File: config.mk
export PLATFORM = sky130hd
export DESIGN_NAME = seg_scan_decoder
export DESIGN_NICKNAME = d
export VERILOG_FILES = /design/src/rtl/seg_scan_decoder_pkg.sv /design/src/rtl/seg_scan_decoder_seg7_to_bcd.sv /design/src/rtl/seg_scan_decoder.sv
export SDC_FILE = /design/constraint.sdc
export NUM_CORES = 1
export LEC_CHECK = 0
export ABC_AREA = 1
export CORE_ASPECT_RATIO = 1.4
export CORE_MARGIN = 2
export CORE_UTILIZATION = 62
export CTS_BUF_LIST = sky130_fd_sc_hd__clkbuf_8 sky130_fd_sc_hd__clkbuf_16
export DETAILED_ROUTE_END_ITERATION = 10
export PLACE_DENSITY = 0.9
export SYNTH_ARGS = -nofsm -noshare
export SYNTH_HDL_FRONTEND = slang
export SYNTH_HIERARCHICAL = 1
export SYNTH_SLANG_ARGS = --single-unit
File: constraint.sdc
create_clock -name clk -period 4.35 [get_ports clk]
set_input_delay 0.87 -clock clk [delete_from_list [all_inputs] [get_ports clk]]
set_output_delay 0.87 -clock clk [all_outputs]
set_load 0.005 [all_outputs]
File: src/rtl/seg_scan_decoder_pkg.sv
// Shared definitions for the scanned 7-segment receive path: segment codes
// (active-low, dp excluded), one-hot digit selects, FSM state type and
// small helper functions used by the decoder and its consumers.
package seg_scan_decoder_pkg;

  // Segment patterns as seen on bits [6:0] of the bus, active-low.
  localparam logic [6:0] SEG_0 = 7'h40;
  localparam logic [6:0] SEG_1 = 7'h79;
  localparam logic [6:0] SEG_2 = 7'h24;
  localparam logic [6:0] SEG_3 = 7'h30;
  localparam logic [6:0] SEG_4 = 7'h19;
  localparam logic [6:0] SEG_5 = 7'h12;
  localparam logic [6:0] SEG_6 = 7'h02;
  localparam logic [6:0] SEG_7 = 7'h78;
  localparam logic [6:0] SEG_8 = 7'h00;
  localparam logic [6:0] SEG_9 = 7'h10;
  localparam logic [6:0] SEG_E = 7'h06;

  // One-hot digit selects, digit0 is the minutes-low position.
  localparam logic [3:0] SEL_D0 = 4'b0001;
  localparam logic [3:0] SEL_D1 = 4'b0010;
  localparam logic [3:0] SEL_D2 = 4'b0100;
  localparam logic [3:0] SEL_D3 = 4'b1000;

  // Nibble values for the "E" glyph and for anything undecodable.
  localparam logic [3:0] BCD_E   = 4'hE;
  localparam logic [3:0] BCD_BAD = 4'hF;

  // Each state names the digit the frame assembler expects next.
  typedef enum logic [1:0] {
    ST_HUNT = 2'd0,
    ST_D1   = 2'd1,
    ST_D2   = 2'd2,
    ST_D3   = 2'd3
  } scan_state_e;

  // True when exactly one select line is active.
  function automatic logic is_onehot4(input logic [3:0] sel);
    return (sel != 4'b0000) && ((sel & (sel - 4'b0001)) == 4'b0000);
  endfunction

  // Select value the assembler is waiting for in a given state.
  function automatic logic [3:0] expected_sel(input scan_state_e st);
    logic [3:0] sel;
    case (st)
      ST_HUNT: sel = SEL_D0;
      ST_D1:   sel = SEL_D1;
      ST_D2:   sel = SEL_D2;
      ST_D3:   sel = SEL_D3;
      default: sel = SEL_D0;
    endcase
    return sel;
  endfunction

  // A frame is flagged when any of its nibbles is E or undecodable.
  function automatic logic frame_has_bad(input logic [15:0] frame);
    logic bad;
    bad = 1'b0;
    for (int i = 0; i < 4; i++) begin
      if (frame[4*i +: 4] >= BCD_E) begin
        bad = 1'b1;
      end else begin
        bad = bad;
      end
    end
    return bad;
  endfunction

endpackage

File: src/rtl/seg_scan_decoder_seg7_to_bcd.sv
// Combinational 7-segment (active-low, dp stripped) to BCD decoder.
// Unknown patterns decode to 0xF and raise the invalid flag; the "E"
// glyph decodes to 0xE and is considered valid.
module seg7_to_bcd
  import seg_scan_decoder_pkg::*;
(
  input  logic [6:0] seg,
  output logic [3:0] bcd,
  output logic       invalid
);

  // Map every legal glyph to its nibble, everything else to the bad code.
  always_comb begin
    bcd     = BCD_BAD;
    invalid = 1'b0;
    case (seg)
      SEG_0:   bcd = 4'h0;
      SEG_1:   bcd = 4'h1;
      SEG_2:   bcd = 4'h2;
      SEG_3:   bcd = 4'h3;
      SEG_4:   bcd = 4'h4;
      SEG_5:   bcd = 4'h5;
      SEG_6:   bcd = 4'h6;
      SEG_7:   bcd = 4'h7;
      SEG_8:   bcd = 4'h8;
      SEG_9:   bcd = 4'h9;
      SEG_E:   bcd = BCD_E;
      default: begin
        bcd     = BCD_BAD;
        invalid = 1'b1;
      end
    endcase
  end

endmodule

File: src/rtl/seg_scan_decoder.sv
// Receive side of a multiplexed 7-segment display. Synchronises the
// scanned bus, waits for each digit select to settle, decodes the digit,
// assembles digits 0..3 into a frame and publishes it with a strobe.
// A watchdog reports a stalled scan and restarts frame hunting.
module seg_scan_decoder
  import seg_scan_decoder_pkg::*;
#(
  parameter int SETTLE_CYCLES  = 4,
  parameter int TIMEOUT_CYCLES = 8388608,
  parameter int CNT_W          = 24
) (
  input  logic        clk,
  input  logic        rst,
  input  logic [7:0]  seg_data,
  input  logic [3:0]  seg_select,
  output logic [15:0] bcd_out,
  output logic        frame_valid,
  output logic        frame_bad,
  output logic        code_err,
  output logic        seq_err,
  output logic        scan_lost
);

  localparam int                 SET_W       = $clog2(SETTLE_CYCLES) + 1;
  localparam logic [SET_W-1:0]   SETTLE_LAST = SET_W'(SETTLE_CYCLES - 1);
  localparam logic [SET_W-1:0]   SET_ONE     = SET_W'(1);
  localparam logic [CNT_W-1:0]   TMO_LIMIT   = CNT_W'(TIMEOUT_CYCLES);
  localparam logic [CNT_W-1:0]   TMO_ONE     = CNT_W'(1);

  logic [7:0]       seg_meta_r;
  logic [7:0]       seg_sync_r;
  logic [3:0]       sel_meta_r;
  logic [3:0]       sel_sync_r;
  logic [3:0]       sel_prev_r;

  logic [SET_W-1:0] settle_cnt_r;
  logic             captured_r;
  logic [SET_W-1:0] settle_cur_s;
  logic             captured_cur_s;
  logic             sel_change_s;
  logic             cap_s;

  logic [CNT_W-1:0] tmo_cnt_r;
  logic             tmo_hit_s;

  logic [3:0]       dec_nib_s;
  logic             dec_invalid_s;
  logic             unused_dp_s;

  scan_state_e      state_r;
  logic [15:0]      shadow_r;
  logic             publish_r;

  // Decimal point carries no digit information.
  assign unused_dp_s = seg_sync_r[7];

  seg7_to_bcd u_seg7_to_bcd (
    .seg     (seg_sync_r[6:0]),
    .bcd     (dec_nib_s),
    .invalid (dec_invalid_s)
  );

  // Two-flop synchroniser for the asynchronous display bus.
  always_ff @(posedge clk or negedge rst) begin
    if (!rst) begin
      seg_meta_r <= 8'hFF;
      seg_sync_r <= 8'hFF;
      sel_meta_r <= 4'b0000;
      sel_sync_r <= 4'b0000;
    end else begin
      seg_meta_r <= seg_data;
      seg_sync_r <= seg_meta_r;
      sel_meta_r <= seg_select;
      sel_sync_r <= sel_meta_r;
    end
  end

  // A select change restarts the dwell; capture once when the dwell is long enough.
  always_comb begin
    sel_change_s = (sel_sync_r != sel_prev_r);
    if (sel_change_s) begin
      settle_cur_s   = '0;
      captured_cur_s = 1'b0;
    end else begin
      settle_cur_s   = settle_cnt_r;
      captured_cur_s = captured_r;
    end
    cap_s = (settle_cur_s == SETTLE_LAST) && is_onehot4(sel_sync_r) && !captured_cur_s;
  end

  // Dwell counter (saturating) and once-per-dwell capture flag.
  always_ff @(posedge clk or negedge rst) begin
    if (!rst) begin
      sel_prev_r   <= 4'b0000;
      settle_cnt_r <= '0;
      captured_r   <= 1'b0;
    end else begin
      sel_prev_r   <= sel_sync_r;
      if (settle_cur_s == SETTLE_LAST) begin
        settle_cnt_r <= settle_cur_s;
      end else begin
        settle_cnt_r <= settle_cur_s + SET_ONE;
      end
      captured_r   <= captured_cur_s | cap_s;
    end
  end

  assign tmo_hit_s = (tmo_cnt_r == TMO_LIMIT);

  // Watchdog: cycles since the last capture; a capture always wins.
  always_ff @(posedge clk or negedge rst) begin
    if (!rst) begin
      tmo_cnt_r <= '0;
      scan_lost <= 1'b0;
    end else if (cap_s) begin
      tmo_cnt_r <= '0;
      scan_lost <= 1'b0;
    end else if (tmo_hit_s) begin
      tmo_cnt_r <= tmo_cnt_r;
      scan_lost <= 1'b1;
    end else begin
      tmo_cnt_r <= tmo_cnt_r + TMO_ONE;
      scan_lost <= scan_lost;
    end
  end

  // Frame assembler: ordered digit capture into the shadow, publish one cycle after digit3.
  always_ff @(posedge clk or negedge rst) begin
    if (!rst) begin
      state_r     <= ST_HUNT;
      shadow_r    <= 16'h0000;
      publish_r   <= 1'b0;
      bcd_out     <= 16'h0000;
      frame_valid <= 1'b0;
      frame_bad   <= 1'b0;
      code_err    <= 1'b0;
      seq_err     <= 1'b0;
    end else begin
      publish_r   <= 1'b0;
      frame_valid <= 1'b0;
      code_err    <= 1'b0;
      seq_err     <= 1'b0;

      if (publish_r) begin
        bcd_out     <= shadow_r;
        frame_valid <= 1'b1;
        frame_bad   <= frame_has_bad(shadow_r);
      end else begin
        bcd_out     <= bcd_out;
        frame_bad   <= frame_bad;
      end

      if (cap_s) begin
        code_err <= dec_invalid_s;
        if (sel_sync_r == expected_sel(state_r)) begin
          case (state_r)
            ST_HUNT: begin
              shadow_r[3:0] <= dec_nib_s;
              state_r       <= ST_D1;
            end
            ST_D1: begin
              shadow_r[7:4] <= dec_nib_s;
              state_r       <= ST_D2;
            end
            ST_D2: begin
              shadow_r[11:8] <= dec_nib_s;
              state_r        <= ST_D3;
            end
            ST_D3: begin
              shadow_r[15:12] <= dec_nib_s;
              state_r         <= ST_HUNT;
              publish_r       <= 1'b1;
            end
            default: state_r <= ST_HUNT;
          endcase
        end else if (state_r == ST_HUNT) begin
          // Waiting for digit0: other digits are simply skipped.
          state_r <= ST_HUNT;
        end else begin
          seq_err <= 1'b1;
          if (sel_sync_r == SEL_D0) begin
            shadow_r[3:0] <= dec_nib_s;
            state_r       <= ST_D1;
          end else begin
            state_r <= ST_HUNT;
          end
        end
      end else if (tmo_hit_s) begin
        state_r <= ST_HUNT;
      end else begin
        state_r <= state_r;
      end
    end
  end

endmodule

==> key figures <==
Critical path
  • Most common cell on crit path: nand2_1
  • Crit-path cells: inv_2 > nand2_1 > nand2_1 > nor2_2 > nand2_1 > nor2_1 > ha_1 > nand4_1 > nor3_1
  • Critical path fanouts, max: 23
  • CP max stage delay: about 0.87 ns
  • Crit. End Element: register
  • RR Startpoint: sel_sync_r[2]
  • Type of the worst setup path: reg2reg
  • Launch point of the worst path: sel_sync_r[2]
  • Delay-heaviest family, CP: simple AND/OR/NAND/NOR gates
  • Crit path arrival time: between 3 and 4 ns
  • CP required: between 4 and 5 ns
  • WP buf/inv: 1
  • Critical Path Source Type: register
  • Critical-path top delay cell: nand4_1

Clock network
  • CTS Sinks: 94
  • Post-CTS Setup Bufs: 0
  • Hold_buf cts: 0
  • CTS tree: done
  • Clock-pin slew on the worst setup and hold paths: about 0.09 ns
  • Clk Latency, worst-skew pair: roughly 0.37 ns
  • Clock buffer depth: 2
  • CTS buffer count: 9
  • Post-CTS Resized: 0
  • Total number of H-tree levels: 3
  • CTS root buf: clkbuf_8

Global routing
  • Pin count of the biggest net entering global routing: 95
  • Vias in the first global route: between 3k and 4k
  • Met3 usage: 0.0264
  • Total global-route track usage: 0.241
  • Global-route wire length before repair: about 14000 microns
  • Initial antenna violation count: 0
  • Gr ovfl total: 0
  • Met2 Usage GRT: 0.440
  • Busiest grt layer: met2
  • Met1 Use GR: 0.259

Finish
  • Filler cells: 491
  • Area growth syn-to-layout: 12.7%
  • Diodes inserted: 0
  • Final Cell Area: between 4000 and 5000 sq um
  • Layout net count: ~560
  • Share of cells above drive strength 1: 0.123
  • Layout Cells excl Fill: 640

Synthesis
  • Syn avg cell area: around 8.6 sq um
  • Synthesized netlist net count: ~530
  • Total number of yosys warnings: 6
  • Synth top area share: 0.462
  • Cells after Synth: approximately 510
  • Number of synthesized register bits: 94
  • Top cells by area, synth: dfrtp_1 46%, nand2_1 13%, dfstp_2 8.5%
  • Seq/Total Area, Yosys: 0.547
  • Synth cell types: 36
  • Ys async rst share: 1.00
  • Top FF cell, synth: dfrtp_1
  • Syn Std Cell Area: approximately 4300 sq um
  • Count leader, synth: nand2_1
  • Dominant cell type by area after synthesis: dfrtp_1
  • Top cells by count, synth: 154 x nand2_1, 80 x dfrtp_1, 50 x nor2_1
  • Number of flops mapped to enable cells by yosys: 0

Pwr
  • Switching portion of total power: 0.266
  • Sequential power share: 0.594
  • Max rail drop VDD: just under 0.2 mV
  • Combinational fraction of design power: 0.089
  • Total internal power: 1.19 mW
  • Leak: between 2 and 2.5 nW
  • P per Cell Area: 333 nW/um^2
  • Clk pwr share: 0.316
  • Total power draw: ~1.6 mW
  • Sw Pwr: ~0.43 mW

Place
  • GP Congestion: 0.902
  • HPWL Detailed: between 5000 and 6000 microns
  • Port bufs: 33
  • Cell count after placement: 624
  • Placed Area: 4710 sq um

Timing
  • Endpoints failing hold: 0
  • Min cycle time layout: between 2 and 3 ns
  • Slew HR: 0.239
  • RSZ-0062 raised after global routing: no
  • WHS: roughly 0.36 ns
  • Count of final setup violators: 0
  • Clock Skew: approximately 0.011 ns
  • Max-slew violation count: 0
  • Worst slew pin tran: ~1.1 ns
  • Fmax: approximately 0.35 GHz
  • Setup TNS: 0 ns
  • Crit share post-route: 0.659

Detailed routing
  • DR vias/cell: 5.35
  • Drt total wl: between 8000 and 9000 microns
  • Per-cell routed wire length: between 10 and 15 microns
  • DR iter-0 viols: ~150
  • First-pass detailed-route iteration total: 5
  • Routed Antenna Nets: 0
  • DR DRC count: 0
  • Vias: about 3.4k

Floorplan
  • IO Pins: 35
  • DIE AREA: between 7000 and 8000 sq um
  • Die height: 103 microns
  • Chip Width: 74.6 microns
  • Initial Util: 0.632
  • Core area: 6850 sq um
  • # rows: 36

Hold path
  • Worst hold path class: reg2reg
  • Min-delay src: sel_meta_r[3]

Status
  • Outcome: completed

Job
  • Max cap viols: 0
## sequential cells by signal, indices dropped and copies added, names as in the netlist, 3 cells and up
register and count:
settle_cnt_r 3, sel_sync_r 4, shadow_r 16, seg_meta_r 7, seg_sync_r 7, bcd_out 16, sel_meta_r 4, sel_prev_r 4
tmo_cnt_r 24
## area by class of cell
class,count,area (sq um),share of cell area
clock inverter,6,37.5,0.00769
timing repair buffer,34,335,0.0687
multi-input combinational,354,1710,0.350
clock buffer,10,138,0.0282
inverter,47,176,0.0361
tap,95,119,0.0243
sequential,94,2370,0.485
## layer usage
| layer | up-vias | share of wire |
|---|---|---|
| li1 | 1688 | - |
| met1 | 1623 | 0.39 |
| met2 | 90 | 0.54 |
| met3 | 25 | 0.033 |
| met4 | 0 | 0.033 |
| met5 | - | 0 |
## cell usage in the layout (no fill, tap or decap), types with 5 or more instances in the layout
cell type and instances:
nand2_2 8, clkdlybuf4s50_1 32, o21ai_0 7, nand3_1 38, inv_1 37, nor2_2 7
a21oi_1 17, nand4_1 16, nor2_1 50, nand3_2 5, nand2_1 154, o21ai_1 6
dfstp_2 14, inv_2 9, xor2_1 7, ha_1 7, dfrtp_1 80, clkbuf_8 10
nor3_1 14
## metrics by stage
| stage | setup WS (ns) | util |
|---|---|---|
| CTS | 1.52 | 0.713 |
| floorplan | 2.46 | - |
| detailed placement | 1.51 | 0.688 |
| global placement | 1.66 | 0.688 |
| global route | 1.14 | 0.713 |
| finish | 1.48 | 0.713 |
## power groups by stage
stage	registers [mW]	clock network [mW]	logic, mW
after floorplan	0.963	0	0.110
after global placement	0.977	0	0.135
after detailed placement	0.980	0	0.145
after CTS	0.964	0.521	0.147
after global routing	0.972	0.552	0.169
final	0.965	0.514	0.145
## kinds of logic (layout without fill, tap and decap cells)
family | count (synthesis) | count (layout) | synth area share
compound gates | 36 | 36 | 0.0448
fa+ha+maj | 7 | 7 | 0.0202
flops | 94 | 94 | 0.547
buf+inv | 58 | 97 | 0.0587
simple gates | 303 | 303 | 0.313
xor+xnor | 8 | 8 | 0.0162
## path summary, 6_finish.rpt
| check | slack [ns] | cells past startpoint | end |
|---|---|---|---|
| worst min register to register | 0.36 | 0 | sel_sync_r[3] |
| worst min-delay path | 0.36 | 0 | sel_sync_r[3] |
| worst max register to register | 1.48 | 9 | seq_err |
| worst max-delay path | 1.48 | 9 | seq_err |
| min in group asynchronous | 0.69 | 1 | bcd_out[1] |
| max in group asynchronous | 2.89 | 1 | scan_lost |
Power figures use the tool's default switching activity.
==> edit, RTL diff (same settings) <==
Make the reset (`rst`) synchronous in 4 clocked blocks. Comments in the files are not updated.
--- a/src/rtl/seg_scan_decoder.sv
+++ b/src/rtl/seg_scan_decoder.sv
@@ -62,5 +62,5 @@
 
   // Two-flop synchroniser for the asynchronous display bus.
-  always_ff @(posedge clk or negedge rst) begin
+  always_ff @(posedge clk) begin
     if (!rst) begin
       seg_meta_r <= 8'hFF;
@@ -90,5 +90,5 @@
 
   // Dwell counter (saturating) and once-per-dwell capture flag.
-  always_ff @(posedge clk or negedge rst) begin
+  always_ff @(posedge clk) begin
     if (!rst) begin
       sel_prev_r   <= 4'b0000;
@@ -109,5 +109,5 @@
 
   // Watchdog: cycles since the last capture; a capture always wins.
-  always_ff @(posedge clk or negedge rst) begin
+  always_ff @(posedge clk) begin
     if (!rst) begin
       tmo_cnt_r <= '0;
@@ -126,5 +126,5 @@
 
   // Frame assembler: ordered digit capture into the shadow, publish one cycle after digit3.
-  always_ff @(posedge clk or negedge rst) begin
+  always_ff @(posedge clk) begin
     if (!rst) begin
       state_r     <= ST_HUNT;
Behaviour: differs if rst is asserted again (counterexample within 10 cycles, from zero or initial values and one cycle with rst low); with rst held inactive, the same outputs for 10 cycles.
==> edit against the unedited design <==
Design area down 0.69%. Routed wire length up 1.6%. Sequential power down 8.3%. Count of clock-buffer cells in the layout unchanged. Total power down 4.4%. Clock skew down 0.0043 ns. Sequential cell count unchanged. Synthesized area down 1.3%. Setup slack better by 0.27 ns. Die area down 1.3%. Clock power up 15%. Critical path type is now input port to register. Critical endpoint is now seg_sync_r[0]. Largest power group unchanged. Highest routed layer unchanged.
==> edit: results (changes against the unedited design) <==
placed_design:
  place_ws_ns: 1.39  # -0.124 ns
  place_area_um2: 4640  # -1.4%
  placedCellCount: 700  # +12%
yosys:
  synth_xor_area_share_pct: 2.46  # +0.84 points
  synth_compound_area_share_pct: 7.79  # +3.3 points
  postSynth.asyncResetShare_pct: 0  # -100 points
  yosys.area_share.adder_pct: 2.34  # +0.32 points
  synth.distinct_cells: 33  # -8.3%
  synth.area.top_cells: "dfxtp_1, nand2_1, inv_1"
  ys.flop_type: "dfxtp_1"
global_routing:
  grt_pass1_wl_um: 14000  # -1.6%
  grt_pass1_vias: 3448  # +0.94%
  grt_max_degree: 33  # -65%
  grt_usage_pct: 23.5  # -0.64 points
route:
  vias_per_cell: 5.11  # -4.6%
  drtPass1Iterations: 7  # +2
  vias: 3658  # +6.8%
  drt_iter0_drc: 246  # +61%
  wire_per_inst_um: 11.5  # -9.2%
floorplanning:
  die_width_um: 74.2  # -0.63%
critical_path:
  critPathArrivalTime_ns: 2.85  # -0.26 ns
  reg2reg_to: "shadow_r[1]"
  crit_fanout: 27  # +17%
layout:
  buf_share_pct: 6.97  # +0.099 points
  ff_latch_area_um2: 1880  # -21%
  drive_gt1_share_pct: 12.0  # -0.27 points
  multi_input_area_share_pct: 40.2  # +5.2 points
  clock_area_share_pct: 4.28  # +0.70 points
  nNonClkInverters: 95  # +100%
sta:
  worstMarginPinSlew_ns: 0.905  # -0.236 ns
  hold-worst-slack_ns: 0.416  # +0.0601 ns
pwr:
  pwr-share-seq_pct: 57.0  # -2.4 points
  p_int_uw: 1190  # -0.11%
  leakage_uw: 0.00209  # -14%
  ir_worst_vdd_v: 0.000221  # +13%
  powerComb_uw: 74.7  # -48%
clock_tree:
  post_cts_resized: 0  # unchanged
worst_hold_path:
  hp-start: "sel_meta_r[1]"
  hold_end: "sel_sync_r[1]"
outcome:
  outcome: "completed"
[edit: how the worst max path moves through the flow]
stage / from / to / slack (ns) / depth (start not counted)
2_1_floorplan: sel_sync_r[1] / shadow_r[2] / 2.49 / 13
3_3_place_gp: rst / seg_meta_r[2] / 1.45 / 3
3_5_place_dp: rst / seg_sync_r[0] / 1.39 / 3
4_1_cts: rst / seg_sync_r[0] / 1.75 / 3
5_1_grt: rst / tmo_cnt_r[22] / 1.52 / 5
6_report: rst / seg_sync_r[0] / 1.76 / 3
[edit: routing by layer]
metal | GRT usage, % | routed length (µm)
met3 | 4.73 | 279
met1 | 22.9 | 3290
met5 | 0 | 0
met4 | 10.2 | 173
met2 | 46.2 | 4490
[edit: cells by family after synthesis]
kind of cell             after synthesis
flip-flops                            94
buffers and inverters                112
XOR/XNOR                              12
AND/OR/NAND/NOR                      301
adder cells (fa/ha/maj)                8
AO/OA/AOI/OAI                         64
[edit: critical path, stage by stage]
cell             delay [ns]
clkdlybuf4s50_1        1.06
inv_1                  0.49
or2_2                  0.42
